$ cat src/rtl/dm_sba_arb_if.sv
// rtl/dm_sba_arb_if.sv - requester-side and host-side bus bundle of the SBA arbiter
interface dm_sba_arb_if #(
    parameter int NrReq    = 2,
    parameter int BusWidth = 32
);
    logic [NrReq-1:0]              req_i;
    logic [NrReq*BusWidth-1:0]     addr_i;
    logic [NrReq-1:0]              we_i;
    logic [NrReq*BusWidth-1:0]     wdata_i;
    logic [NrReq*BusWidth/8-1:0]   be_i;
    logic [NrReq*2-1:0]            size_i;
    logic [NrReq-1:0]              gnt_o;
    logic [NrReq-1:0]              rvalid_o;
    logic [BusWidth-1:0]           rdata_o;
    logic                          host_req_o;
    logic [BusWidth-1:0]           host_addr_o;
    logic                          host_we_o;
    logic [BusWidth-1:0]           host_wdata_o;
    logic [BusWidth/8-1:0]         host_be_o;
    logic [1:0]                    host_size_o;
    logic                          host_gnt_i;
    logic                          host_valid_i;
    logic [BusWidth-1:0]           host_rdata_i;
    logic                          err_o;

    modport slave (
        input  req_i, addr_i, we_i, wdata_i, be_i, size_i,
        input  host_gnt_i, host_valid_i, host_rdata_i,
        output gnt_o, rvalid_o, rdata_o, err_o,
        output host_req_o, host_addr_o, host_we_o, host_wdata_o, host_be_o, host_size_o
    );

    modport master (
        output req_i, addr_i, we_i, wdata_i, be_i, size_i,
        output host_gnt_i, host_valid_i, host_rdata_i,
        input  gnt_o, rvalid_o, rdata_o, err_o,
        input  host_req_o, host_addr_o, host_we_o, host_wdata_o, host_be_o, host_size_o
    );
endinterface

$ cat src/rtl/dm_sba_arb.sv
// rtl/dm_sba_arb.sv - round-robin arbiter for the debug module system-bus host port
module dm_sba_arb #(
    parameter int NrReq          = 2,
    parameter int BusWidth       = 32,
    parameter int MaxOutstanding = 2
) (
    input  logic          clk_i,
    input  logic          rst_ni,
    dm_sba_arb_if.slave   bus
);
    localparam int IdW  = (NrReq > 1) ? $clog2(NrReq) : 1;
    localparam int QW   = (MaxOutstanding > 1) ? $clog2(MaxOutstanding) : 1;
    localparam int CntW = $clog2(MaxOutstanding + 1);
    localparam int BeW  = BusWidth / 8;

    logic [IdW-1:0]  ptr_q, ptr_d;
    logic            locked_q, locked_d;
    logic [IdW-1:0]  lock_id_q, lock_id_d;
    logic [IdW-1:0]  fifo_q [MaxOutstanding];
    logic [QW-1:0]   wptr_q, wptr_d, rptr_q, rptr_d;
    logic [CntW-1:0] cnt_q, cnt_d;
    logic            err_q, err_d;

    logic [IdW-1:0]  winner, sel, head;
    logic            win_valid, full, empty, host_req, push, pop;
    int              idx;

    function automatic logic [IdW-1:0] next_id(input logic [IdW-1:0] id);
        return (id == IdW'(NrReq - 1)) ? '0 : id + IdW'(1);
    endfunction

    function automatic logic [QW-1:0] next_q(input logic [QW-1:0] p);
        return (p == QW'(MaxOutstanding - 1)) ? '0 : p + QW'(1);
    endfunction

    assign full  = (cnt_q == CntW'(MaxOutstanding));
    assign empty = (cnt_q == '0);
    assign head  = fifo_q[rptr_q];

    // Reverse scan so the last hit is the first requester at or after ptr.
    always_comb begin
        win_valid = 1'b0;
        winner    = '0;
        idx       = 0;
        if (locked_q) begin
            win_valid = 1'b1;
            winner    = lock_id_q;
        end else begin
            for (int i = NrReq - 1; i >= 0; i--) begin
                idx = int'(ptr_q) + i;
                if (idx >= NrReq) idx = idx - NrReq;
                if (bus.req_i[idx]) begin
                    win_valid = 1'b1;
                    winner    = IdW'(idx);
                end
            end
        end
    end

    assign host_req = win_valid & ~full & rst_ni;
    assign sel      = win_valid ? winner : '0;
    assign push     = host_req & bus.host_gnt_i;
    assign pop      = rst_ni & bus.host_valid_i & ~empty;

    always_comb begin
        bus.host_req_o   = host_req;
        bus.host_addr_o  = bus.addr_i[sel*BusWidth +: BusWidth];
        bus.host_we_o    = bus.we_i[sel];
        bus.host_wdata_o = bus.wdata_i[sel*BusWidth +: BusWidth];
        bus.host_be_o    = bus.be_i[sel*BeW +: BeW];
        bus.host_size_o  = bus.size_i[sel*2 +: 2];
        bus.rdata_o      = bus.host_rdata_i;
        bus.err_o        = err_q;
        bus.gnt_o        = '0;
        bus.rvalid_o     = '0;
        if (push) bus.gnt_o[winner] = 1'b1;
        if (pop)  bus.rvalid_o[head] = 1'b1;
    end

    always_comb begin
        ptr_d     = ptr_q;
        locked_d  = locked_q;
        lock_id_d = lock_id_q;
        wptr_d    = wptr_q;
        rptr_d    = rptr_q;
        cnt_d     = cnt_q;
        err_d     = err_q;
        if (host_req && !bus.host_gnt_i) begin
            locked_d  = 1'b1;
            lock_id_d = winner;
        end
        if (push) begin
            locked_d = 1'b0;
            ptr_d    = next_id(winner);
            wptr_d   = next_q(wptr_q);
        end
        if (pop) rptr_d = next_q(rptr_q);
        if (push && !pop) cnt_d = cnt_q + CntW'(1);
        if (pop && !push) cnt_d = cnt_q - CntW'(1);
        if (bus.host_valid_i && empty) err_d = 1'b1;
    end

    always_ff @(posedge clk_i) begin
        if (!rst_ni) begin
            ptr_q     <= '0;
            locked_q  <= 1'b0;
            lock_id_q <= '0;
            wptr_q    <= '0;
            rptr_q    <= '0;
            cnt_q     <= '0;
            err_q     <= 1'b0;
        end else begin
            ptr_q     <= ptr_d;
            locked_q  <= locked_d;
            lock_id_q <= lock_id_d;
            wptr_q    <= wptr_d;
            rptr_q    <= rptr_d;
            cnt_q     <= cnt_d;
            err_q     <= err_d;
        end
    end

    // Queue storage needs no reset: entries are only read while the count is non-zero.
    always_ff @(posedge clk_i) begin
        if (push) fifo_q[wptr_q] <= winner;
    end
endmodule

$ cat src/flat_wrapper.sv
// flat-port wrapper written by rule: the top's interface ports become plain ports
module dm_sba_arb_flat 
#(
    parameter int NrReq          = 2,
    parameter int BusWidth       = 32,
    parameter int MaxOutstanding = 2
)
  (clk_i, rst_ni, bus_req_i, bus_addr_i, bus_we_i, bus_wdata_i, bus_be_i, bus_size_i, bus_host_gnt_i, bus_host_valid_i, bus_host_rdata_i, bus_gnt_o, bus_rvalid_o, bus_rdata_o, bus_err_o, bus_host_req_o, bus_host_addr_o, bus_host_we_o, bus_host_wdata_o, bus_host_be_o, bus_host_size_o);
  dm_sba_arb_if #(.NrReq(NrReq), .BusWidth(BusWidth)) bus_i ();
  input  logic clk_i;
  input  logic rst_ni;
  input wire logic [$bits(bus_i.req_i)-1:0] bus_req_i;
  input wire logic [$bits(bus_i.addr_i)-1:0] bus_addr_i;
  input wire logic [$bits(bus_i.we_i)-1:0] bus_we_i;
  input wire logic [$bits(bus_i.wdata_i)-1:0] bus_wdata_i;
  input wire logic [$bits(bus_i.be_i)-1:0] bus_be_i;
  input wire logic [$bits(bus_i.size_i)-1:0] bus_size_i;
  input wire logic [$bits(bus_i.host_gnt_i)-1:0] bus_host_gnt_i;
  input wire logic [$bits(bus_i.host_valid_i)-1:0] bus_host_valid_i;
  input wire logic [$bits(bus_i.host_rdata_i)-1:0] bus_host_rdata_i;
  output wire logic [$bits(bus_i.gnt_o)-1:0] bus_gnt_o;
  output wire logic [$bits(bus_i.rvalid_o)-1:0] bus_rvalid_o;
  output wire logic [$bits(bus_i.rdata_o)-1:0] bus_rdata_o;
  output wire logic [$bits(bus_i.err_o)-1:0] bus_err_o;
  output wire logic [$bits(bus_i.host_req_o)-1:0] bus_host_req_o;
  output wire logic [$bits(bus_i.host_addr_o)-1:0] bus_host_addr_o;
  output wire logic [$bits(bus_i.host_we_o)-1:0] bus_host_we_o;
  output wire logic [$bits(bus_i.host_wdata_o)-1:0] bus_host_wdata_o;
  output wire logic [$bits(bus_i.host_be_o)-1:0] bus_host_be_o;
  output wire logic [$bits(bus_i.host_size_o)-1:0] bus_host_size_o;
  assign bus_i.req_i = bus_req_i;
  assign bus_i.addr_i = bus_addr_i;
  assign bus_i.we_i = bus_we_i;
  assign bus_i.wdata_i = bus_wdata_i;
  assign bus_i.be_i = bus_be_i;
  assign bus_i.size_i = bus_size_i;
  assign bus_i.host_gnt_i = bus_host_gnt_i;
  assign bus_i.host_valid_i = bus_host_valid_i;
  assign bus_i.host_rdata_i = bus_host_rdata_i;
  assign bus_gnt_o = bus_i.gnt_o;
  assign bus_rvalid_o = bus_i.rvalid_o;
  assign bus_rdata_o = bus_i.rdata_o;
  assign bus_err_o = bus_i.err_o;
  assign bus_host_req_o = bus_i.host_req_o;
  assign bus_host_addr_o = bus_i.host_addr_o;
  assign bus_host_we_o = bus_i.host_we_o;
  assign bus_host_wdata_o = bus_i.host_wdata_o;
  assign bus_host_be_o = bus_i.host_be_o;
  assign bus_host_size_o = bus_i.host_size_o;
  dm_sba_arb #(.NrReq(NrReq), .BusWidth(BusWidth), .MaxOutstanding(MaxOutstanding)) u_core (.clk_i(clk_i), .rst_ni(rst_ni), .bus(bus_i));
endmodule
$ cat config.mk
export PLATFORM = sky130hd
export DESIGN_NAME = dm_sba_arb_flat
export DESIGN_NICKNAME = d
export VERILOG_FILES = /design/src/rtl/dm_sba_arb_if.sv /design/src/rtl/dm_sba_arb.sv /design/src/flat_wrapper.sv
export SDC_FILE = /design/constraint.sdc
export NUM_CORES = 1
export LEC_CHECK = 0
export ABC_CLOCK_PERIOD_IN_PS = 2200
export CAP_MARGIN = 20
export CELL_PAD_IN_SITES_DETAIL_PLACEMENT = 1
export CELL_PAD_IN_SITES_GLOBAL_PLACEMENT = 1
export CORE_MARGIN = 3
export CORE_UTILIZATION = 14
export CTS_CLUSTER_DIAMETER = 200
export DETAILED_ROUTE_END_ITERATION = 8
export PLACE_DENSITY_LB_ADDON = 0.15
export SLEW_MARGIN = 20
export SYNTH_ARGS = -nofsm -noshare
export SYNTH_HDL_FRONTEND = slang
export SYNTH_SLANG_ARGS = --single-unit
$ cat constraint.sdc
create_clock -name clk_i -period 2.2 [get_ports clk_i]
set_clock_uncertainty 0.2 [all_clocks]
set_input_delay 0.22 -clock clk_i [delete_from_list [all_inputs] [get_ports clk_i]]
set_output_delay 0.22 -clock clk_i [all_outputs]
set_load 0.05 [all_outputs]
# Word level (Yosys, flattened, before mapping)
# Memory sizes are Yosys's and may differ from the RTL's. A register that Yosys moved wholly into a read port is not among the register bits.
# Cells that the tools add are included.
# Widths: inputs -> output; s select.
[totals]
reg_bits = 8
mem_bits_rw = 2
inputBits = 180
output_inout_bits = 109
word_cells = 84
memories = 1
[memory_table]
columns = ["memory", "words", "word_bits", "read_ports", "rd_ports_with_merged_regs", "write_ports", "line_no", "rtl"]
rows = [
  ["u_core.fifo_q", 2, 1, 1, 1, 1, "dm_sba_arb.sv:19", "logic [IdW-1:0] fifo_q [MaxOutstanding];"],
]
[classes]
add_sub_neg = 8
magnitude_cmp = 9
n_eq_ne = 1
shifts = 4
muxes = 34
n_bitwise = 8
n_reduce_logical = 12
[op_table]
columns = ["cell", "count"]
rows = [
  ["$mux 32", 4],
  ["$shiftx 64x7->32", 2],
  ["$lt 32x3->1 const B", 2],
  ["$ge 32x3->1 const B", 1],
  ["$sub 32x3->32 const B", 1],
  ["$mux 1", 24],
  ["$mux 2", 4],
  ["$shiftx 8x4->4", 1],
  ["$logic_and 1x1->1", 6],
  ["$lt 1x2->1 const B", 3],
  ["$and 1x1->1", 5],
  ["$shiftx 4x3->2", 1],
  ["$add 1x1->1 const B", 3],
  ["$logic_not 1->1", 3],
  ["$not 1->1", 3],
  ["$sub 1x2->3 const B", 1],
  ["$add 1x1->2 const B", 1],
  ["$add 2x1->2 const B", 1],
  ["$demux 1 s1", 2],
  ["$eq 2x2->1 const B", 1],
  ["$ge 1x1->1 const B", 2],
  ["$ge 1x2->1 const B", 1],
  ["$logic_not 2->1", 1],
  ["$reduce_bool 2->1", 1],
  ["other kinds (2)", 2],
]

# Longest topological paths before layout
# Gate-level depths: netlist of the first run.
[logic_depth]
ltp_word = 16
depth_mapped = 7
mapped_depth_nobuf = 6

# Worst setup path after synthesis of the first run
# Ideal clock, no wire load.
[synth_timing]
path_type = "register to output"
from = "register u_core.locked_q"
to = "output bus_gnt_o[1]"
arrival_ps = 1652
required_ps = 1780
setup_slack_ps = 128
path_stages_with_launch = 6
n_path_buf = 2
path_cell_list = "dfxtp_1 nand2b_4 o21ai_4 buf_6 buf_8 nor2b_1"
[synth_via]
elab_chain_cells = 6
word_cells_on_any_way = 11
cone_classes = "order compare (2); mux (5); bitwise (3); reduce/logical (1)"
[synth_lines]
columns = ["item", "line_no", "rtl"]
rows = [
  ["from (decl)", "dm_sba_arb.sv:17", "logic locked_q, locked_d;"],
  ["from (signal assigned)", "dm_sba_arb.sv:114", "locked_q <= locked_d;"],
  ["$mux 1 *", "dm_sba_arb.sv:45", "if (locked_q) begin"],
  ["via u_core.winner", "dm_sba_arb.sv:24", "logic [IdW-1:0] winner, sel, head;"],
  ["$lt 1x2->1 (implied by the code) / $ge 1x1->1 (equally long branches)", "dm_sba_arb.sv:76", "if (push) bus.gnt_o[winner] = 1'b1;"],
  ["$logic_and 1x1->1 (implied by the code)", "dm_sba_arb.sv:76", ""],
  ["$mux 1 (implied by the code)", "dm_sba_arb.sv:76", ""],
  ["$demux 1 s1 *", "-", ""],
  ["$mux 2 *", "dm_sba_arb.sv:76", ""],
  ["to (decl)", "flat_wrapper.sv:21", "output wire logic [$bits(bus_i.gnt_o)-1:0] bus_gnt_o;"],
]
# Mark *: on every way through the listed nets, which the timed path passes. The rest lies on a longest branch.

# Final worst setup path of the first run
[layout_timing]
from = "register u_core.locked_q"
to = "output bus_host_size_o[0]"
[layout_via]
elab_chain_cells = 3
word_cells_on_any_way = 4
cone_classes = "shift (1); mux (3)"
[layout_lines]
columns = ["item", "line_no", "rtl"]
rows = [
  ["$mux 1", "dm_sba_arb.sv:45", ""],
  ["$mux 1 *", "dm_sba_arb.sv:61", "assign sel = win_valid ? winner : '0;"],
  ["$shiftx 4x3->2 *", "dm_sba_arb.sv:71", "bus.host_size_o = bus.size_i[sel*2 +: 2];"],
  ["to (decl)", "flat_wrapper.sv:30", "output wire logic [$bits(bus_i.host_size_o)-1:0] bus_host_size_o;"],
]
# Mark *: on every way between the ends. The rest lies on a longest branch, timed or not.

==> results.tsv, run 1 <==
metric	value	unit
status	finished, final reports clean	
Unique masters post-synth	31	
Tcrit/Tclk final	97.7	%
Simple-Gate Fraction of Synth Area	7.43	%
FMAX	0.465	GHz
Compound-Gate Fraction of Synth Area	3.54	%
Min Hold Slack	0.240	ns
critical path class	flip-flop to primary output	
Routed WL	8.33	mm
total CTS buffers	3	
TritonCTS clock tree	done	
worst slack, placed	-0.135	ns
final hold vios	0	
Starting Density	14.6	%
Hold Path Class	input pin to primary output	
Worst Path Required	1.78	ns
XOR/XNOR Fraction of Synth Area	1.46	%
Max-Cap Viols	0	
drt first pass iters	2	
post-synthesis mux area share	53.3	%
R2R cell count	5	
unrepaired setup endpoints after global routing	yes	
WL/cell	15.7	um
number of DRC markers in iteration 0	29	
HPWL Detailed	7.07	mm
Post-Layout Inst Area	4300	um2
Port-buffer cells	224	
setup ws final	0.0502	ns
Tmin final	2.15	ns
Worst Hold End	bus_rdata_o[18]	
Synth Flop Type	dfxtp_1	
CORE AREA	12300	um2
Worst R2R Setup Slack	0.32	ns
Post-Synthesis Cell Area	1800	um2
Post-synth EDFFs	2	
H-Tree Depth	1	
largest family of logic cells by synthesized area	multiplexers	
clk sink count	11	
vias	2017	
Final Wtd Congestion	0.734	
worst-path fanout max	19	
post-synthesis cell count	164	
Critical R2R Launch	u_core.locked_q	
Hold Buf Count CTS	0	
Clock Latency Late Sink	0.24	ns
Worst setup EP type	primary output	
DIE HEIGHT	119	um
largest net degree at the start of global routing	20	
Power per Cell Area	476	nW/um2
Final ANT Viol Nets	0	
Layout area overhead	138	%
sequential fraction of the synthesis area	13.3	%
fraction of layout cells with a size suffix above 1	46.0	%
reg-to-reg endpoint	u_core.cnt_q[1]	
fin. max-slew vios	0	
hold path depth	0	
ys async rst share	0	%
grt ovf	0	
drt via density	3.80	
Root Driver	clkbuf_16	
post-synthesis sequential element count	11	
Max Buffers Root-to-Sink	2	
# IOs	289	
commonest cells after routing, fill and taps aside	clkdlybuf4s50_1, buf_6, mux2_4	
min-delay src	bus_host_rdata_i[18]	
nets	545	
Syn. warnings	0	
Worst-path clk slew	0.04	ns
most common cell after layout, fill and taps aside	clkdlybuf4s50_1	
ant diodes	0	
startpoint types	flip-flop	
syn nets	345	
crit path DAT	1.73	ns
global-route wire length before repair	12.1	mm
slew margin rel.	67.3	%
Synth Area per Inst	11.0	um2
die area	14300	um2
GR Util All Layers	10.7	%
post-synthesis adder-cell area fraction	0.694	%
DRC violations left	0	
P_leak	1.82	nW
vias in the first global route	2176	
Core Rows	40	
Setup-failing EPs final	0	
number of fill cells	1369	
Peak VDD IR	0.201	mV
measured slew at the worst slew-check pin	0.489	ns
Die Wd	119	um
initial antenna violation count	0	
DP Area	3920	um2
-- synthesized netlist by cell type (3+ instances only) --
master | number | area share, %
dfxtp_1 | 9 | 10
buf_12 | 3 | 3.3
nor2_1 | 8 | 1.7
nand2_1 | 3 | 0.62
mux2_2 | 36 | 22
mux2i_1 | 3 | 1.7
inv_1 | 3 | 0.62
mux2_4 | 35 | 29
a21oi_1 | 3 | 0.83
buf_4 | 35 | 15
-- per-layer routing --
metal	part of all wire [%]	GRT usage (%)
met3	11	3.75
met4	1.5	2.93
met2	56	20.5
met5	0	0
met1	31	10.9
-- repair_timing --
item                       in CTS  in global routing
resized for setup              29                 28
setup buffers                   2                  0
cloned                          2                  1
setup endpoints to repair      59                 64
pin swaps                       1                  1
-- through the flow --
step | std cells | power, W | TNS (ns) | util, %
after floorplan | 164 | 0.00123 | 0 | -
after global placement | 523 | 0.00160 | -4.38 | 31.8
after detailed placement | 523 | 0.00161 | -5.75 | 31.8
after CTS | 531 | 0.00204 | 0 | 34.1
after global routing | 531 | 0.00213 | -0.328 | 34.9
final | 531 | 0.00204 | 0 | 34.9
-- registers in the layout (all words and copies together) (netlist names), named ones only --
signal and count:
u_core.bus.err_o 1, u_core.lock_id_q 1, u_core.rptr_q 1, u_core.wptr_q 1, u_core.cnt_q 2, u_core.ptr_q 1, u_core.fifo_q 2, u_core.locked_q 1
-- layout make-up --
type	instances	area, um2	area share [%]
Tap cell	168	210	4.89
Multi-Input combinational cell	109	1210	28.2
Timing Repair Buffer	236	2540	59.2
Sequential cell	11	241	5.62
Inverter	3	11.3	0.262
Clock buffer	4	78.8	1.83
-- critical path: stages, from the launching register on --
cell and delay (ns):
dfxtp_2 0.33, nand2b_4 0.14, o21ai_4 0.14, buf_12 0.17, buf_16 0.18, mux2_2 0.36, buf_6 0.16
-- power breakdown --
part | internal [W] | switching, W | total (W)
clock network | 0.000243 | 0.0000889 | 0.000332
registers | 0.000224 | 0.0000154 | 0.000240
logic | 0.000735 | 0.000737 | 0.00147
total | 0.00120 | 0.000842 | 0.00204
-- worst max-delay path by stage --
stage | from | end | cells after the start
2_1_floorplan | u_core.locked_q | bus_gnt_o[1] | 5
3_3_place_gp | bus_req_i[0] | bus_host_we_o | 6
3_5_place_dp | bus_req_i[1] | bus_host_be_o[2] | 6
4_1_cts | u_core.locked_q | bus_host_wdata_o[7] | 7
5_1_grt | u_core.locked_q | bus_host_size_o[0] | 6
6_report | u_core.locked_q | bus_host_size_o[0] | 6
-- cells by family after synthesis --
logic type / after synthesis
AOI/OAI and AO/OA: 8
and+or+nand+nor: 23
muxes: 74
DFF: 11
xor gates and xnor gates: 3
buffers and inverters: 44
adders and majority gates: 1
No activity file was read; power rests on OpenSTA's default activity.
==> inputs of run 2 (changes only) <==
--- a/config.mk
+++ b/config.mk
@@ -13,6 +13,7 @@
 export CORE_UTILIZATION = 14
 export CTS_CLUSTER_DIAMETER = 200
 export DETAILED_ROUTE_END_ITERATION = 8
+export GPL_TIMING_DRIVEN = 0
 export PLACE_DENSITY_LB_ADDON = 0.15
 export SLEW_MARGIN = 20
 export SYNTH_ARGS = -nofsm -noshare
==> run 2 against run 1 <==
Against the previous run: core utilization grew 3.6 points; non-clock buffer count increased by 67; register-to-register slack got worse by 0.16 ns; total power is 8.3% higher; sequential share of layout area is 0.53 points lower; sequential power about the same; wire length is 19% higher; clock power down 2%; maximum frequency up 0.39%; combinational power is 12% higher; clock-buffer cell count did not move; critical endpoint is now bus_host_wdata_o[17].
==> results.tsv, run 2 (same netlist as run 1, synthesis figures left out) <==
metric	value	unit	change
commonest cells after routing, fill and taps aside	clkdlybuf4s50_1, buf_4, buf_6		was clkdlybuf4s50_1, buf_6, mux2_4
min-delay src	rst_ni		was bus_host_rdata_i[18]
Port-buffer cells	255		was 224
multi-input logic area	1200	um2	was 1210 um2
Final ANT Viol Nets	0		unchanged
crit path DAT	1.72	ns	was 1.73 ns
Critical R2R Launch	u_core.locked_q		unchanged
Clock Latency Late Sink	0.24	ns	about the same
Tcrit/Tclk final	97.3	%	was 97.7%
fin. max-slew vios	0		unchanged
Worst setup EP type	primary output		unchanged
fraction of layout cells with a size suffix above 1	46.5	%	was 46.0%
# IOs	289		unchanged
grt ovf	0		unchanged
Routed WL	9.94	mm	was 8.33 mm
DIE HEIGHT	119	um	unchanged
die area	14300	um2	unchanged
fin cells	598		was 531
initial antenna violation count	0		unchanged
Worst path most repeated cell	buf_12		
Max-Cap Viols	0		unchanged
Worst Hold End	u_core.lock_id_q		was bus_rdata_o[18]
hold path depth	2		was 0
final hold vios	0		unchanged
Min Hold Slack	0.122	ns	was 0.240 ns
measured slew at the worst slew-check pin	0.527	ns	was 0.489 ns
reg-to-reg endpoint	u_core.cnt_q[1]		unchanged
clk sink count	11		unchanged
vias	2270		was 2017
DRC violations left	0		unchanged
total power draw	0.00221	W	was 0.00204 W
TritonCTS clock tree	done		unchanged
Hold Buf Count CTS	0		unchanged
Layout area overhead	163	%	was 138%
Die Wd	119	um	unchanged
biggest regs	u_core.cnt_q (2), u_core.fifo_q (2)		unchanged
H-Tree Depth	1		unchanged
nets	612		was 545
P_leak	2.07	nW	was 1.82 nW
Power per Cell Area	467	nW/um2	was 476 nW/um2
Setup-failing EPs final	0		unchanged
Root Driver	clkbuf_16		unchanged
switching power total	0.000963	W	was 0.000842 W
Core Rows	40		unchanged
setup ws final	0.0585	ns	was 0.0502 ns
Max Buffers Root-to-Sink	2		unchanged
global-route wire length before repair	13.9	mm	was 12.1 mm
Placed Cells	587		was 523
Starting Density	14.6	%	unchanged
Flop pwr share	10.8	%	was 11.7%
Peak VDD IR	0.302	mV	was 0.201 mV
R2R cell count	5		unchanged
Worst R2R Setup Slack	0.16	ns	was 0.32 ns
HPWL Detailed	8.61	mm	was 7.07 mm
number of DRC markers in iteration 0	39		was 29
part of the power in combinational logic	74.4	%	was 72.0%
Final Wtd Congestion	0.726		was 0.734
Sw Share	43.5	%	was 41.2%
worst-path fanout max	7		was 19
drt via density	3.80		about the same
status	finished, final reports clean		unchanged
number of fill cells	1430		was 1369
GR Util All Layers	12.2	%	was 10.7%
worst slack, placed	-0.703	ns	was -0.135 ns
Worst-path clk slew	0.04	ns	about the same
startpoint types	flip-flop		unchanged
unrepaired setup endpoints after global routing	yes		unchanged
WL/cell	16.6	um	was 15.7 um
drt first pass iters	3		was 2
CP max stage cell	dfxtp_2		was mux2_2
vias in the first global route	2382		was 2176
CORE AREA	12300	um2	unchanged
clock power share	14.7	%	was 16.2%
largest net degree at the start of global routing	12		was 20
slowest stage delay, CP	0.33	ns	was 0.36 ns
FMAX	0.467	GHz	was 0.465 GHz
Register Area	241	um2	unchanged
total CTS buffers	3		unchanged
top cell family by delay on the critical path	buffers and inverters		unchanged
CP bufs+invs	4		was 3
cells along the critical path	nand2b_4 > o21ai_4 > buf_6 > buf_12 > buf_12 > mux2_4 > buf_8		was nand2b_4 > o21ai_4 > buf_12 > buf_16 > mux2_2 > buf_6
most common cell after layout, fill and taps aside	clkdlybuf4s50_1		unchanged
Tmin final	2.14	ns	was 2.15 ns
Internal Power	0.00125	W	was 0.00120 W
Hold Path Class	input pin to flip-flop		was input pin to primary output
Worst Path Required	1.78	ns	about the same
ant diodes	0		unchanged
slew margin rel.	64.7	%	was 67.3%
critical path class	flip-flop to primary output		unchanged
run 2: power groups by stage:
stage / Sequential, W / Combinational, W / Clock (W)
2_1_floorplan: 0.000246 / 0.000983 / 0
3_3_place_gp: 0.000242 / 0.00159 / 0
3_5_place_dp: 0.000242 / 0.00160 / 0
4_1_cts: 0.000240 / 0.00162 / 0.000339
5_1_grt: 0.000243 / 0.00172 / 0.000345
6_report: 0.000240 / 0.00165 / 0.000326
run 2: cell type report:
type                       count  area share (%)
inverter                       3           0.237
clock buffer                   4            1.66
multi-input combinational    109            25.4
buffer                        41            7.99
tap                          168            4.43
sequential                    11            5.09
timing repair buffer         262            55.2
run 2: metal layers:
| metal | GRT usage [%] | part of all wire [%] | routed length, um |
|---|---|---|---|
| met1 | 11.4 | 31 | 3030 |
| met2 | 25.7 | 58 | 5760 |
| met3 | 4.08 | 11 | 1070 |
| met4 | 1.72 | 0.78 | 78 |
| met5 | 0 | 0 | 0 |
run 2: worst max path at each step:
stage	startpoint	to	slack, ns	cells after the start
floorplan	u_core.locked_q	bus_gnt_o[1]	0.13	5
global placement	bus_req_i[0]	bus_host_wdata_o[17]	-0.70	7
detailed placement	bus_req_i[1]	bus_host_addr_o[26]	-0.70	7
CTS	u_core.locked_q	bus_host_wdata_o[17]	-0.004	7
global route	u_core.locked_q	bus_host_we_o	-0.01	6
finish	u_core.locked_q	bus_host_wdata_o[17]	0.06	7
run 2: through the flow:
step                      instance area, um2  util [%]  setup TNS, ns
after CTS                               4620      37.5       -0.00424
after detailed placement                4570      37.1         -44.85
after global placement                  4570      37.1         -45.34
after floorplan                         1800         -              0
final                                   4740      38.5              0
after global routing                    4740      38.5        -0.0398
run 2: worst reg2reg max path: stages (launching register included):
cell     delay, ns
dfxtp_2       0.33
or3_1         0.44
nand4_2       0.22
ha_1          0.30
or3_1         0.35
a21oi_1       0.14
run 2: repair_timing:
| action | CTS | global route |
|---|---|---|
| resized for setup | 453 | 56 |
| setup buffers | 3 | 0 |
| cloned | 2 | 3 |
| setup endpoints to repair | 76 | 67 |
| pin swaps | 1 | 1 |
